### src/rtl/inst_encoder.sv
// ---------------------------------------------------------------------------
// inst_encoder
//
// Program loader for instruction memory. Takes field-level RISC-V instruction
// requests over a valid/ready handshake and packs each into a 32-bit R/I/S/J
// word. Words go to consecutive imem addresses. The program is terminated
// with a PAUSE word (32'h0000000F). The last imem slot is always kept free so
// that the terminating PAUSE fits.
//
// Ports:
//   clk, reset       clock; asynchronous active-high reset
//   req_valid/ready  request handshake (ready independent of valid/finish)
//   req_cls          0 IMMALU, 1 REGALU, 2 LOAD, 3 STORE, 4 JAL, 5 JALR,
//                    6 PAUSE, 7 illegal
//   rd, rs1, rs2     register fields
//   funct3, funct7   function codes
//   imm              immediate (I/S use imm[11:0], J uses imm[20:1])
//   finish           terminate the program with a PAUSE word
//   imem_we          one-cycle write strobe per written word
//   imem_addr        byte address of the written word (held between writes)
//   imem_wdata       encoded word (held between writes)
//   count            words written, including the terminating PAUSE
//   done             program terminated; rises with the PAUSE strobe
//   err              sticky flag, set by an illegal request
// ---------------------------------------------------------------------------
module inst_encoder #(
    parameter int          DEPTH     = 64,
    parameter int unsigned BASE_ADDR = 0,
    parameter int          ADDR_W    = 32
) (
    input  logic                       clk,
    input  logic                       reset,
    input  logic                       req_valid,
    output logic                       req_ready,
    input  logic [2:0]                 req_cls,
    input  logic [4:0]                 rd,
    input  logic [4:0]                 rs1,
    input  logic [4:0]                 rs2,
    input  logic [2:0]                 funct3,
    input  logic [6:0]                 funct7,
    input  logic [20:0]                imm,
    input  logic                       finish,
    output logic                       imem_we,
    output logic [ADDR_W-1:0]          imem_addr,
    output logic [31:0]                imem_wdata,
    output logic [$clog2(DEPTH):0]     count,
    output logic                       done,
    output logic                       err
);

    localparam int                CNT_W      = $clog2(DEPTH) + 1;
    localparam logic [CNT_W-1:0]  LAST_SLOT  = CNT_W'(DEPTH - 1);
    localparam logic [31:0]       PAUSE_WORD = 32'h0000000F;

    localparam logic [2:0] CLS_IMMALU  = 3'd0;
    localparam logic [2:0] CLS_REGALU  = 3'd1;
    localparam logic [2:0] CLS_LOAD    = 3'd2;
    localparam logic [2:0] CLS_STORE   = 3'd3;
    localparam logic [2:0] CLS_JAL     = 3'd4;
    localparam logic [2:0] CLS_JALR    = 3'd5;
    localparam logic [2:0] CLS_PAUSE   = 3'd6;
    localparam logic [2:0] CLS_ILLEGAL = 3'd7;

    typedef enum logic [1:0] {
        S_RUN  = 2'd0,
        S_TERM = 2'd1,
        S_DONE = 2'd2
    } state_t;

    state_t              r_state;
    state_t              w_state_nxt;
    logic [ADDR_W-1:0]   r_ptr;
    logic [CNT_W-1:0]    r_count;
    logic                r_we;
    logic [ADDR_W-1:0]   r_addr;
    logic [31:0]         r_wdata;
    logic                r_err;

    logic                w_ready;
    logic                w_accept;
    logic                w_illegal;
    logic                w_write;
    logic [31:0]         w_word;
    logic [31:0]         w_enc;

    // Slot DEPTH-1 is reserved for PAUSE, so requests stop one word early.
    assign w_ready   = (r_state == S_RUN) && (r_count < LAST_SLOT);
    assign w_accept  = req_valid && w_ready;
    assign w_illegal = w_accept && (req_cls == CLS_ILLEGAL);

    // Field packing for the request currently on the bus.
    always_comb begin
        // NOTE: every combinational output gets a default first so no path
        // leaves it unassigned, which would otherwise infer a latch.
        w_enc = PAUSE_WORD;
        case (req_cls)
            CLS_REGALU: w_enc = {funct7, rs2, rs1, funct3, rd, 7'b0110011};
            CLS_IMMALU: begin
                // Shift-immediates carry funct7 above a 5-bit shamt.
                if (funct3 == 3'b001 || funct3 == 3'b101)
                    w_enc = {funct7, imm[4:0], rs1, funct3, rd, 7'b0010011};
                else
                    w_enc = {imm[11:0], rs1, funct3, rd, 7'b0010011};
            end
            CLS_LOAD:   w_enc = {imm[11:0], rs1, funct3, rd, 7'b0000011};
            CLS_JALR:   w_enc = {imm[11:0], rs1, 3'b000, rd, 7'b1100111};
            CLS_STORE:  w_enc = {imm[11:5], rs2, rs1, funct3, imm[4:0], 7'b0100011};
            CLS_JAL:    w_enc = {imm[20], imm[10:1], imm[11], imm[19:12], rd, 7'b1101111};
            CLS_PAUSE:  w_enc = PAUSE_WORD;
            default:    w_enc = PAUSE_WORD;
        endcase
    end

    // State register.
    always_ff @(posedge clk or posedge reset) begin
        // NOTE: clocked state uses non-blocking assignments so every register
        // samples pre-edge values regardless of statement order.
        if (reset) r_state <= S_RUN;
        else       r_state <= w_state_nxt;
    end

    // Next-state logic. An accept on the finish edge defers PAUSE by a cycle.
    always_comb begin
        w_state_nxt = r_state;
        case (r_state)
            S_RUN:   if (finish) w_state_nxt = w_accept ? S_TERM : S_DONE;
            S_TERM:  w_state_nxt = S_DONE;
            S_DONE:  w_state_nxt = S_DONE;
            default: w_state_nxt = S_RUN;
        endcase
    end

    // Output logic: what, if anything, is written on this edge.
    always_comb begin
        w_write = 1'b0;
        w_word  = w_enc;
        case (r_state)
            S_RUN: begin
                if (w_accept) begin
                    w_write = !w_illegal;
                end else if (finish) begin
                    w_write = 1'b1;
                    w_word  = PAUSE_WORD;
                end
            end
            S_TERM: begin
                w_write = 1'b1;
                w_word  = PAUSE_WORD;
            end
            default: w_write = 1'b0;
        endcase
    end

    // Write port, pointer and counters.
    always_ff @(posedge clk or posedge reset) begin
        if (reset) begin
            r_we    <= 1'b0;
            r_addr  <= '0;
            r_wdata <= '0;
            r_ptr   <= ADDR_W'(BASE_ADDR);
            r_count <= '0;
            r_err   <= 1'b0;
        end else begin
            r_we <= w_write;
            if (w_write) begin
                r_addr  <= r_ptr;
                r_wdata <= w_word;
                r_ptr   <= r_ptr + ADDR_W'(4);
                r_count <= r_count + 1'b1;
            end
            if (w_illegal) r_err <= 1'b1;
        end
    end

    assign req_ready  = w_ready;
    assign imem_we    = r_we;
    assign imem_addr  = r_addr;
    assign imem_wdata = r_wdata;
    assign count      = r_count;
    // DONE is entered on the same edge that registers the PAUSE strobe.
    assign done       = (r_state == S_DONE);
    assign err        = r_err;

endmodule

### config.mk
export PLATFORM = sky130hd
export DESIGN_NAME = inst_encoder
export DESIGN_NICKNAME = d
export VERILOG_FILES = /design/src/rtl/inst_encoder.sv
export SDC_FILE = /design/constraint.sdc
export NUM_CORES = 1
export LEC_CHECK = 0
export BUFFER_PORTS_ARGS = -buffer_cell sky130_fd_sc_hd__buf_2
export CAP_MARGIN = 0
export CORE_AREA = 4 4 105 107
export DETAILED_ROUTE_END_ITERATION = 8
export DIE_AREA = 0 0 109 111
export PLACE_DENSITY_LB_ADDON = 0.25
export RECOVER_POWER = 100
export SYNTH_ARGS = -nofsm -noshare
export SYNTH_HDL_FRONTEND = slang
export SYNTH_SLANG_ARGS = --single-unit
### constraint.sdc
create_clock -name clk -period 3 [get_ports clk]
set_input_delay 0.3 -clock clk [delete_from_list [all_inputs] [get_ports clk]]
set_output_delay 0.3 -clock clk [all_outputs]
set_load 0.02 [all_outputs]
==> out/metrics.yaml <==
power_and_ir_drop:
  vdd_drop_max_v: 0.000564
  total_power_w: 0.00439
  leakagePower_nw: 2.77
  p_per_area_nw_per_um2: 796
synth:
  syn_avg_cell_area_sq_um: 10.0
  yosys-top-cells-area: "dfrtp_1 54%, nand2_1 8.8%, a22o_1 5.0%, xnor2_1 3.3%, xor2_1 3.1%"
  synth_top_area_share_pct: 53.6
  ys_ff_latch: 102
  synth_area_sq_um: 4760
  ys.warnings.count: 0
  synthFlopType: "dfrtp_1"
  ys_types: 45
  synth_cells: 474
  yosys.area.top_type: "dfrtp_1"
  synth_seq_area_share_pct: 53.6
  synth_edf_count: 0
  synthArstFlopShare_pct: 100
worst_setup_path:
  start_kind: "flop"
  crit_type: "flop to flop"
  end_kind: "flop"
  worstPathCellList: "nand2_1 -> or4_1 -> a41oi_1 -> buf_12 -> nor2_1 -> buf_4 -> a22o_1"
  slowest_stage: "or4_1"
  cp_data_required_time_ns: 3.25
  slowest_delay_ns: 0.52
  crit_arrival_ns: 2.77
  crit_fanout: 90
  path_buf_inv: 2
  crit_family: "simple AND/OR/NAND/NOR gates"
run_status:
  status: "finished, violations left"
  violations: "max-capacitance violations, max-slew violations"
placed_design:
  dp_cells: 713
  dpl.hpwl_mm: 7.66
  place_area_sq_um: 5460
  place_congestion: 0.817
  port_buffers: 125
routing:
  post-route-drc-count: 0
  drt_pre_antenna_iters: 4
  drt-vias-per-instance: 5.22
  drt_iter0_drc: 230
  via_count: 3808
  avgRoutedWirePerCell_microns: 15.2
  postRouteAntennaNets: 0
  wl_mm: 11.1
clocking:
  cts_hold_buffers: 0
  cts_tree: "done"
  path_clk_slew_ns: 0.10
  clk_latency_ns: 0.36
  numCtsBuffers: 9
  clk_path_buf_depth: 2
  h-tree-depth: 3
  cts_root_buf: "clkbuf_8"
  cts.sinks: 102
  cts-resized-gates: 0
  post-cts-setup-buffers: 0
job:
  drv_cap: 1
floorplan:
  dieHeight_microns: 111
  dieArea_sq_um: 12100
  die_x_microns: 109
  initial_core_util_pct: 46.9
  ios: 128
  rows: 37
  core_area_sq_um: 10100
finish:
  diodes: 0
  syn_to_final_growth_pct: 15.9
  n_fill_cell: 976
  nNetsFinal: 647
  layout_commonest_cell: "nand2_1"
  multiInputGateArea_sq_um: 1960
  layout-drive-gt1-share_pct: 12.5
  final_area_sq_um: 5520
  postLayoutCoreUtil_pct: 54.4
  final_cells: 729
  seq_area_sq_um: 2550
  final_cell_mix: "112 x nand2_1, 102 x dfrtp_1, 74 x clkbuf_1"
timing:
  period_needed_ns: 2.52
  min_period_over_period_pct: 83.8
  clock_skew_ns: 0.0153
  setup-tns-final_ns: 0
  slew_violations: 62
  worst_slew_pin_slew_ns: 2.33
  fmax_mhz: 398
  finalSetupViolations: 0
  hold_violations: 0
  rsz0062_at_grt: "no"
  relSlewSlack_pct: -55.6
min_path:
  min_path_type: "primary input to flop"
global_routing:
  gr-total-overflow: 0
  grt_max_degree: 91
  grt_first_pass_wirelength_mm: 18.0
  grt_pass1_vias: 3711
  grt_use_total_pct: 18.4
  antenna_found_initial: 0
cell families (layout without fill, tap and decap cells):
group,after synthesis,count (layout),synth area share [%]
simple gates,198,198,19.0
flops,102,102,53.6
compound gates,73,73,11.9
buf+inv,46,164,4.65
xor+xnor,35,35,6.44
mux,13,13,2.76
fa+ha+maj,6,6,1.58
other cells,1,2,0.0788
where the power goes:
part | total [W] | switching [W] | internal (W)
Clock | 0.000793 | 0.000467 | 0.000325
Combinational | 0.00169 | 0.00116 | 0.000529
Sequential | 0.00191 | 0.000232 | 0.00168
layer usage:
| metal | track usage [%] | up-vias | wire [microns] |
|---|---|---|---|
| li1 | - | 1846 | - |
| met5 | 0 | - | 0 |
| met4 | 6.65 | 0 | 297 |
| met2 | 28.7 | 110 | 5060 |
| met3 | 3.79 | 23 | 654 |
| met1 | 25.3 | 1829 | 5070 |
registers in the layout, indices dropped and copies added (netlist names):
register    count
count           7
err             1
imem_addr      30
imem_wdata     31
imem_we         1
r_ptr          30
r_state         2
worst register-to-register path, stage by stage (launching register included):
cell,delay (ns)
dfrtp_1,0.43
nand2_1,0.09
or4_1,0.52
a41oi_1,0.39
buf_12,0.37
nor2_1,0.17
buf_4,0.22
a22o_1,0.22
worst paths after layout:
kind / slack [ns] / cells past startpoint / from / endpoint
min in group asynchronous: 0.73 / 2 / reset / imem_wdata[17]
max in group asynchronous: 0.93 / 2 / reset / r_ptr[9]
max: 0.48 / 7 / count[3] / imem_wdata[19]
min: 0.26 / 3 / finish / r_state[1]
min reg2reg: 0.48 / 2 / imem_addr[12] / imem_addr[12]
max reg2reg: 0.48 / 7 / count[3] / imem_wdata[19]
cells in the mapped netlist (all sizes together) (2+ instances only):
cell	number
a21oi	3
nor2b	3
clkbuf	6
o21ai	14
nor3b	3
nand4	12
o2bb2ai	5
buf	20
inv	19
ha	6
nand3	15
a22oi	10
dfrtp	102
nor4	2
nor4bb	2
a41oi	3
nor3	8
a22o	27
o211ai	2
o22ai	6
xor2	17
and4	2
and2	4
xnor2	18
nand2	112
and3	8
mux2i	12
nor2	22
final cells by class:
type                    instances  area share (%)
repair buffers                128            10.5
well taps                     136            3.08
flip-flops and latches        102            46.3
clock buffers                  11            2.56
inverters                      20            1.36
multi-input cells             327            35.6
clock inverters                 5           0.635
metrics by stage:
| stage | worst slack, ns | hold slack [ns] |
|---|---|---|
| 2_1_floorplan | 0.0245 | 0.439 |
| 3_3_place_gp | 0.697 | 0.449 |
| 3_5_place_dp | 0.650 | 0.452 |
| 4_1_cts | 0.690 | 0.102 |
| 5_1_grt | 0.317 | 0.277 |
| 6_report | 0.485 | 0.259 |
No activity file was read; power rests on OpenSTA's default activity.
